[src/rtl/fetch_unit.sv]
// fetch_unit: fetch-stage PC generator with an optional direct-mapped BTB.
// Define BRANCH_PREDICT_EN to build the 2-bit saturating counter predictor.
module fetch_unit #(
    parameter logic [31:0] RESET_PC    = 32'h0000_0000,
    parameter int          BTB_ENTRIES = 16,
    parameter int          IDX_BITS    = $clog2(BTB_ENTRIES)
) (
    input  logic        CLK,
    input  logic        RST,
    input  logic        Stall_En,
    input  logic        Redirect_E,
    input  logic [31:0] Redirect_PC_E,
    input  logic        Branch_E,
    input  logic        Taken_E,
    input  logic [31:0] PC_E,
    input  logic [31:0] Target_E,
    output logic [31:0] PC_F,
    output logic [31:0] PC_Plus_4_F,
    output logic        Predict_Taken_F,
    output logic        Valid_F
);
    localparam int TAG_W = 30 - IDX_BITS;

    logic [31:0] r_pc;
    logic        r_valid;
    logic [31:0] w_pc_plus4;
    logic [31:0] w_next_pc;
    logic        w_pred;
    logic [29:0] w_pred_tgt;

`ifdef BRANCH_PREDICT_EN
    logic             r_btb_v   [BTB_ENTRIES];
    logic [TAG_W-1:0] r_btb_tag [BTB_ENTRIES];
    logic [29:0]      r_btb_tgt [BTB_ENTRIES];
    logic [1:0]       r_btb_ctr [BTB_ENTRIES];

    logic [IDX_BITS-1:0] w_rd_idx;
    logic [IDX_BITS-1:0] w_wr_idx;
    logic [TAG_W-1:0]    w_rd_tag;
    logic [TAG_W-1:0]    w_wr_tag;
    logic                w_wr_hit;
    logic                w_unused;

    assign w_rd_idx   = r_pc[IDX_BITS+1:2];
    assign w_rd_tag   = r_pc[31:IDX_BITS+2];
    assign w_wr_idx   = PC_E[IDX_BITS+1:2];
    assign w_wr_tag   = PC_E[31:IDX_BITS+2];
    assign w_wr_hit   = r_btb_v[w_wr_idx] && (r_btb_tag[w_wr_idx] == w_wr_tag);
    assign w_pred     = r_btb_v[w_rd_idx] && (r_btb_tag[w_rd_idx] == w_rd_tag)
                        && r_btb_ctr[w_rd_idx][1];
    assign w_pred_tgt = r_btb_tgt[w_rd_idx];
    assign w_unused   = ^{Redirect_PC_E[1:0], PC_E[1:0], Target_E[1:0]};

    // Tag/target need no reset: they are only read behind the valid bit.
    always_ff @(posedge CLK) begin
        if (!RST) begin
            for (int i = 0; i < BTB_ENTRIES; i++) begin
                r_btb_v[i]   <= 1'b0;
                r_btb_ctr[i] <= 2'b01;
            end
        end else if (Branch_E) begin
            if (w_wr_hit) begin
                if (Taken_E) begin
                    if (r_btb_ctr[w_wr_idx] != 2'b11)
                        r_btb_ctr[w_wr_idx] <= r_btb_ctr[w_wr_idx] + 2'b01;
                    r_btb_tgt[w_wr_idx] <= Target_E[31:2];
                end else if (r_btb_ctr[w_wr_idx] != 2'b00) begin
                    r_btb_ctr[w_wr_idx] <= r_btb_ctr[w_wr_idx] - 2'b01;
                end
            end else begin
                r_btb_v[w_wr_idx]   <= 1'b1;
                r_btb_tag[w_wr_idx] <= w_wr_tag;
                r_btb_tgt[w_wr_idx] <= Target_E[31:2];
                r_btb_ctr[w_wr_idx] <= Taken_E ? 2'b10 : 2'b01;
            end
        end
    end
`else
    logic w_unused;

    assign w_pred     = 1'b0;
    assign w_pred_tgt = '0;
    assign w_unused   = ^{Redirect_PC_E[1:0], Branch_E, Taken_E, PC_E, Target_E};
`endif

    assign w_pc_plus4 = r_pc + 32'd4;

    always_comb begin
        w_next_pc = w_pc_plus4;
        if (Redirect_E)
            w_next_pc = {Redirect_PC_E[31:2], 2'b00};
        else if (Stall_En)
            w_next_pc = r_pc;
        else if (w_pred)
            w_next_pc = {w_pred_tgt, 2'b00};
    end

    always_ff @(posedge CLK) begin
        if (!RST) begin
            r_pc    <= RESET_PC;
            r_valid <= 1'b0;
        end else begin
            r_pc    <= w_next_pc;
            r_valid <= 1'b1;
        end
    end

    assign PC_F            = r_pc;
    assign PC_Plus_4_F     = w_pc_plus4;
    assign Predict_Taken_F = w_pred;
    assign Valid_F         = r_valid;

endmodule

[config.mk]
export PLATFORM = sky130hd
export DESIGN_NAME = fetch_unit
export DESIGN_NICKNAME = d
export VERILOG_FILES = /design/src/rtl/fetch_unit.sv
export SDC_FILE = /design/constraint.sdc
export NUM_CORES = 1
export LEC_CHECK = 0
export ABC_AREA = 1
export BUFFER_PORTS_ARGS = -buffer_cell sky130_fd_sc_hd__buf_2
export CORE_MARGIN = 4
export CORE_UTILIZATION = 35
export DETAILED_ROUTE_END_ITERATION = 8
export GPL_TIMING_DRIVEN = 0
export HOLD_SLACK_MARGIN = 0.02
export PLACE_DENSITY_LB_ADDON = 0.3
export SLEW_MARGIN = 25
export SYNTH_ARGS = -nofsm -noshare
export SYNTH_HDL_FRONTEND = slang
export SYNTH_SLANG_ARGS = --single-unit
[constraint.sdc]
create_clock -name CLK -period 1.5 [get_ports CLK]
set_clock_uncertainty 0.2 [all_clocks]
set_input_delay 0.075 -clock CLK [delete_from_list [all_inputs] [get_ports CLK]]
set_output_delay 0.075 -clock CLK [all_outputs]
set_load 0.1 [all_outputs]
; Word level (Yosys, flattened, before mapping)
; Cells that the tools add are included.
[op_classes]
n_addsub = 1
n_eq_ne = 1
n_mux = 3
bitwise = 1
n_reduce_logical = 1
[op_table]
columns = operator, n
row1 = $mux W32, 2
row2 = $add A32 B3 Y32 const B, 1
row3 = $ne A2 B1 Y1 const B, 1
row4 = $reduce_or A2 Y1, 1
row5 = $mux W1, 1
row6 = $not A1 Y1, 1
[totals]
reg_bits = 33
input_bits = 102
output_inout_bits = 66
word_cells = 10

; Logic depth before layout (Yosys ltp)
[logic_depth]
ltp_word = 3
mapped_depth = 10
mapped_depth_nobuf = 10

; Worst setup path before layout
; Ideal clock, no wire load.
[synth_path]
path_type = register -> register
start = register r_pc[2], in the netlist PC_F[2]
end = register r_pc[7], in the netlist PC_F[7]
setup_ps = 74
t_arrival_ps = 4052
path_slack_ps = -2826
stages_incl_launch_ff = 7
path_buffers = 0
cell_sequence = dfxtp_1 -> inv_1 -> nor2_4 -> nand2_2 -> xnor2_1 -> nand2_1 -> a31oi_1
[synth_via]
elab_chain_len = 3
[synth_rtl]
columns = element, line_no
row1 = from (decl), 24  ; logic [31:0] r_pc;
row2 = from (signal assigned), 103  ; r_pc <= w_next_pc;
row3 = $add A32 B3 Y32, 86  ; assign w_pc_plus4 = r_pc + 32'd4;
row4 = named net PC_Plus_4_F[7], 18  ; output logic [31:0] PC_Plus_4_F,
row5 = $mux W32, 92  ; else if (Stall_En)
row6 = $mux W32, 90  ; if (Redirect_E)
; The timed path passes the listed nets, and every way through them passes these cells. The select of a mux whose other input is x is not followed.
; A chain may end at the register's enable or synchronous reset.

; Worst setup path after layout
[layout_path]
start = register r_pc[16], in the netlist PC_F[16]
end = output PC_Plus_4_F[17]
[layout_via]
elab_chain_len = 1
[layout_rtl]
columns = element, line_no
row1 = $add A32 B3 Y32, 86
row2 = to (decl), 18
; Every way passes these cells.

==> results.cfg <==
[status]
status = complete, but fails checks
violations = setup timing

[synth]
synth_top_family_by_area = simple AND/OR/NAND/NOR gates
synth-edff-count = 0
syn_inst = 368
synth-compound-area-share_pct = 13.3
synth-xor-area-share_pct = 8.00
synth_area_leader_cell = dfxtp_1
ys_types = 25
synth_area_per_cell_um2 = 6.25
synth_area_mm2 = 0.00230
synth-simple-area-share_pct = 39.3
ys_top_cells_by_area = dfxtp_1 27%, nand2_1 22%, inv_1 7.5%
yosys-mux-area-fraction_pct = 0
seq_area_frac_synth_pct = 27.0
ys_ff_latch = 31
ys.flop_type = dfxtp_1
ys_warn_count = 0
async_reset_ff_share_pct = 0
synth_top_area_share_pct = 27.0
synth_adder_area_share_pct = 0.544

[floorplanning]
num_rows = 29
die-area_mm2 = 0.00793
fp.dieH_um = 89.0
io_pins = 168
coreArea_mm2 = 0.00635
die_w_um = 89.0
start_util_pct = 36.2

[global_routing]
antenna_found_initial = 0
grt_pass1_vias = 3182
grt-ovfl-total = 0
grt_max_degree = 11
grt_pass1_wl_um = 15200
grt_usage_pct = 25.0

[setup_path]
rr_startpoint = PC_F[16]
path_cells = nand2_1 > nor2_2 > nand2_1 > nor2_4 > buf_12 > xor2_4 > buf_12
cp_slowest_cell = dfxtp_4
cp_slowest_stage_delay_ns = 0.41
critPathLaunchType = flip-flop
path_class = reg -> out
cp_num_buf_inv = 2
critPathTopFamily = simple AND/OR/NAND/NOR gates
critPathMaxFanout = 5
arrival_ns = 1.88
worstSetupEndpointType = output port
crit_required_ns = 1.22
startpoint = PC_F[16]

[cells_and_area]
final_common_cell = nand2_1
antenna-diode-count = 0
syn_to_final_growth_pct = 115
multi_input_area_mm2 = 0.00216
drive_gt1_share_pct = 57.5
final_cell_mix = 86 x nand2_1, 66 x buf_2, 43 x inv_1, 31 x dlygate4sd3_1, 30 x nand2_2
regArea_um2 = 692
nNetsFinal = 648
final_util_pct = 77.7
fillCellCount = 378
stdcell_count = 623

[route]
final_antenna_net_count = 0
drc = 0
wire_per_inst_um = 17.3
vias = 3210
drt_iter0_drc = 220
firstDrtPassIters = 5
viasPerCell = 5.15
wirelength_um = 10800

[sta]
maxSlewViolCount = 0
max_freq_ghz = 0.463
hold_viol_final = 0
tns_ns = -22.92
finalCritPeriodShare_pct = 144
worst_pin_slew_ns = 0.729
rsz0062_at_grt = true
min_period_ns = 2.16
setup_ws_ns = -0.659
final-setup-viol-count = 56
relSlewSlack_pct = 51.4

[pwr]
finalPower_w = 0.00330
p_per_area_mw_per_mm2 = 668
worst_ir_drop_vdd_mv = 0.452
leakagePower_nw = 2.14

[placement]
dp_hpwl_um = 6190
port_buffers = 93
dp_cells = 542
place.gp.congestion = 0.951

[hold_path]
min_from = Redirect_PC_E[18]
hp-class = in -> reg

[clock_network]
root_buffer = clkbuf_8
numCtsBuffers = 5
clk_pin_slew_worst_paths_ns = 0.07
clockBufferDepth = 2
cts.sinks = 31
clock_latency_ns = 0.29
cts_tree = yes
htree_levels = 2

[flow_run]
maxCapViolCount = 0
==> power breakdown <==
group	internal, W	switching (W)	total, W
sequential	0.000866	0.0000947	0.000961
clock	0.000371	0.000363	0.000734
combinational	0.000487	0.00112	0.00160
total	0.00172	0.00157	0.00330
==> cell type report <==
class | count | area share, %
clock inverters | 1 | 0.101
inverters | 49 | 3.90
flip-flops and latches | 31 | 14.0
repair buffers | 166 | 32.8
plain buffers | 16 | 1.75
well taps | 77 | 1.95
clock buffers | 7 | 1.75
multi-input cells | 276 | 43.7
==> flip-flops by register name, indices dropped and copies added (netlist names) <==
name and count:
PC_F 30, Valid_F 1
==> stage by stage <==
step                      hold slack, ns  setup WS [ns]  area, um^2
after floorplan                  -0.0973          -1.40        2740
after global placement            0.0341         -0.800        3300
after detailed placement          0.0337         -0.824        3300
after CTS                         0.0284         -0.625        4550
after global routing              0.0454         -0.706        4930
final                             0.0259         -0.659        4930
==> tightest hold or removal path, delay by kind of cell <==
kind | cells | cell delay, ns
AO/OA/AOI/OAI | 2 | 0.26
buffers and inverters | 2 | 0.15
==> synth_stat cells, types with 2 or more instances <==
master	n
a21oi_1	18
buf_4	5
o21ai_0	17
a31oi_1	7
xor2_1	4
nor2_1	29
nor2_4	10
xor2_2	7
and2_1	5
a22o_1	7
inv_2	3
nand2_2	5
nand2_1	132
nand3_1	18
clkbuf_1	7
inv_1	46
dfxtp_1	31
nand2_4	2
xnor2_1	4
a21oi_2	3
buf_2	4
==> cell families after synthesis <==
group / after synthesis
simple gates: 203
buf+inv: 65
compound gates: 52
flops: 31
xor+xnor: 15
fa+ha+maj: 1
other cells: 1
==> routing by layer <==
metal  up-vias  GRT usage [%]  share of wire [%]
met5         -              0                  0
met4         0           13.0                4.4
met3        40           3.87                6.2
met2       163           44.3                 51
met1      1524           29.0                 39
li1       1483              -                  -
==> path summary, 6_finish.rpt <==
check / cells after the start / slack (ns) / to
min: 4 / 0.03 / PC_F[18]
max reg2reg: 9 / -0.46 / PC_F[17]
min reg2reg: 2 / 0.34 / PC_F[10]
max: 7 / -0.66 / PC_Plus_4_F[17]
==> timing repair <==
action	CTS	global route
pin swaps	22	26
setup endpoints to repair	54	59
setup buffers	21	26
endpoints found under the hold margin	30	0
gates resized for setup	178	73
hold buffers	31	0
Power figures use the tool's default switching activity.
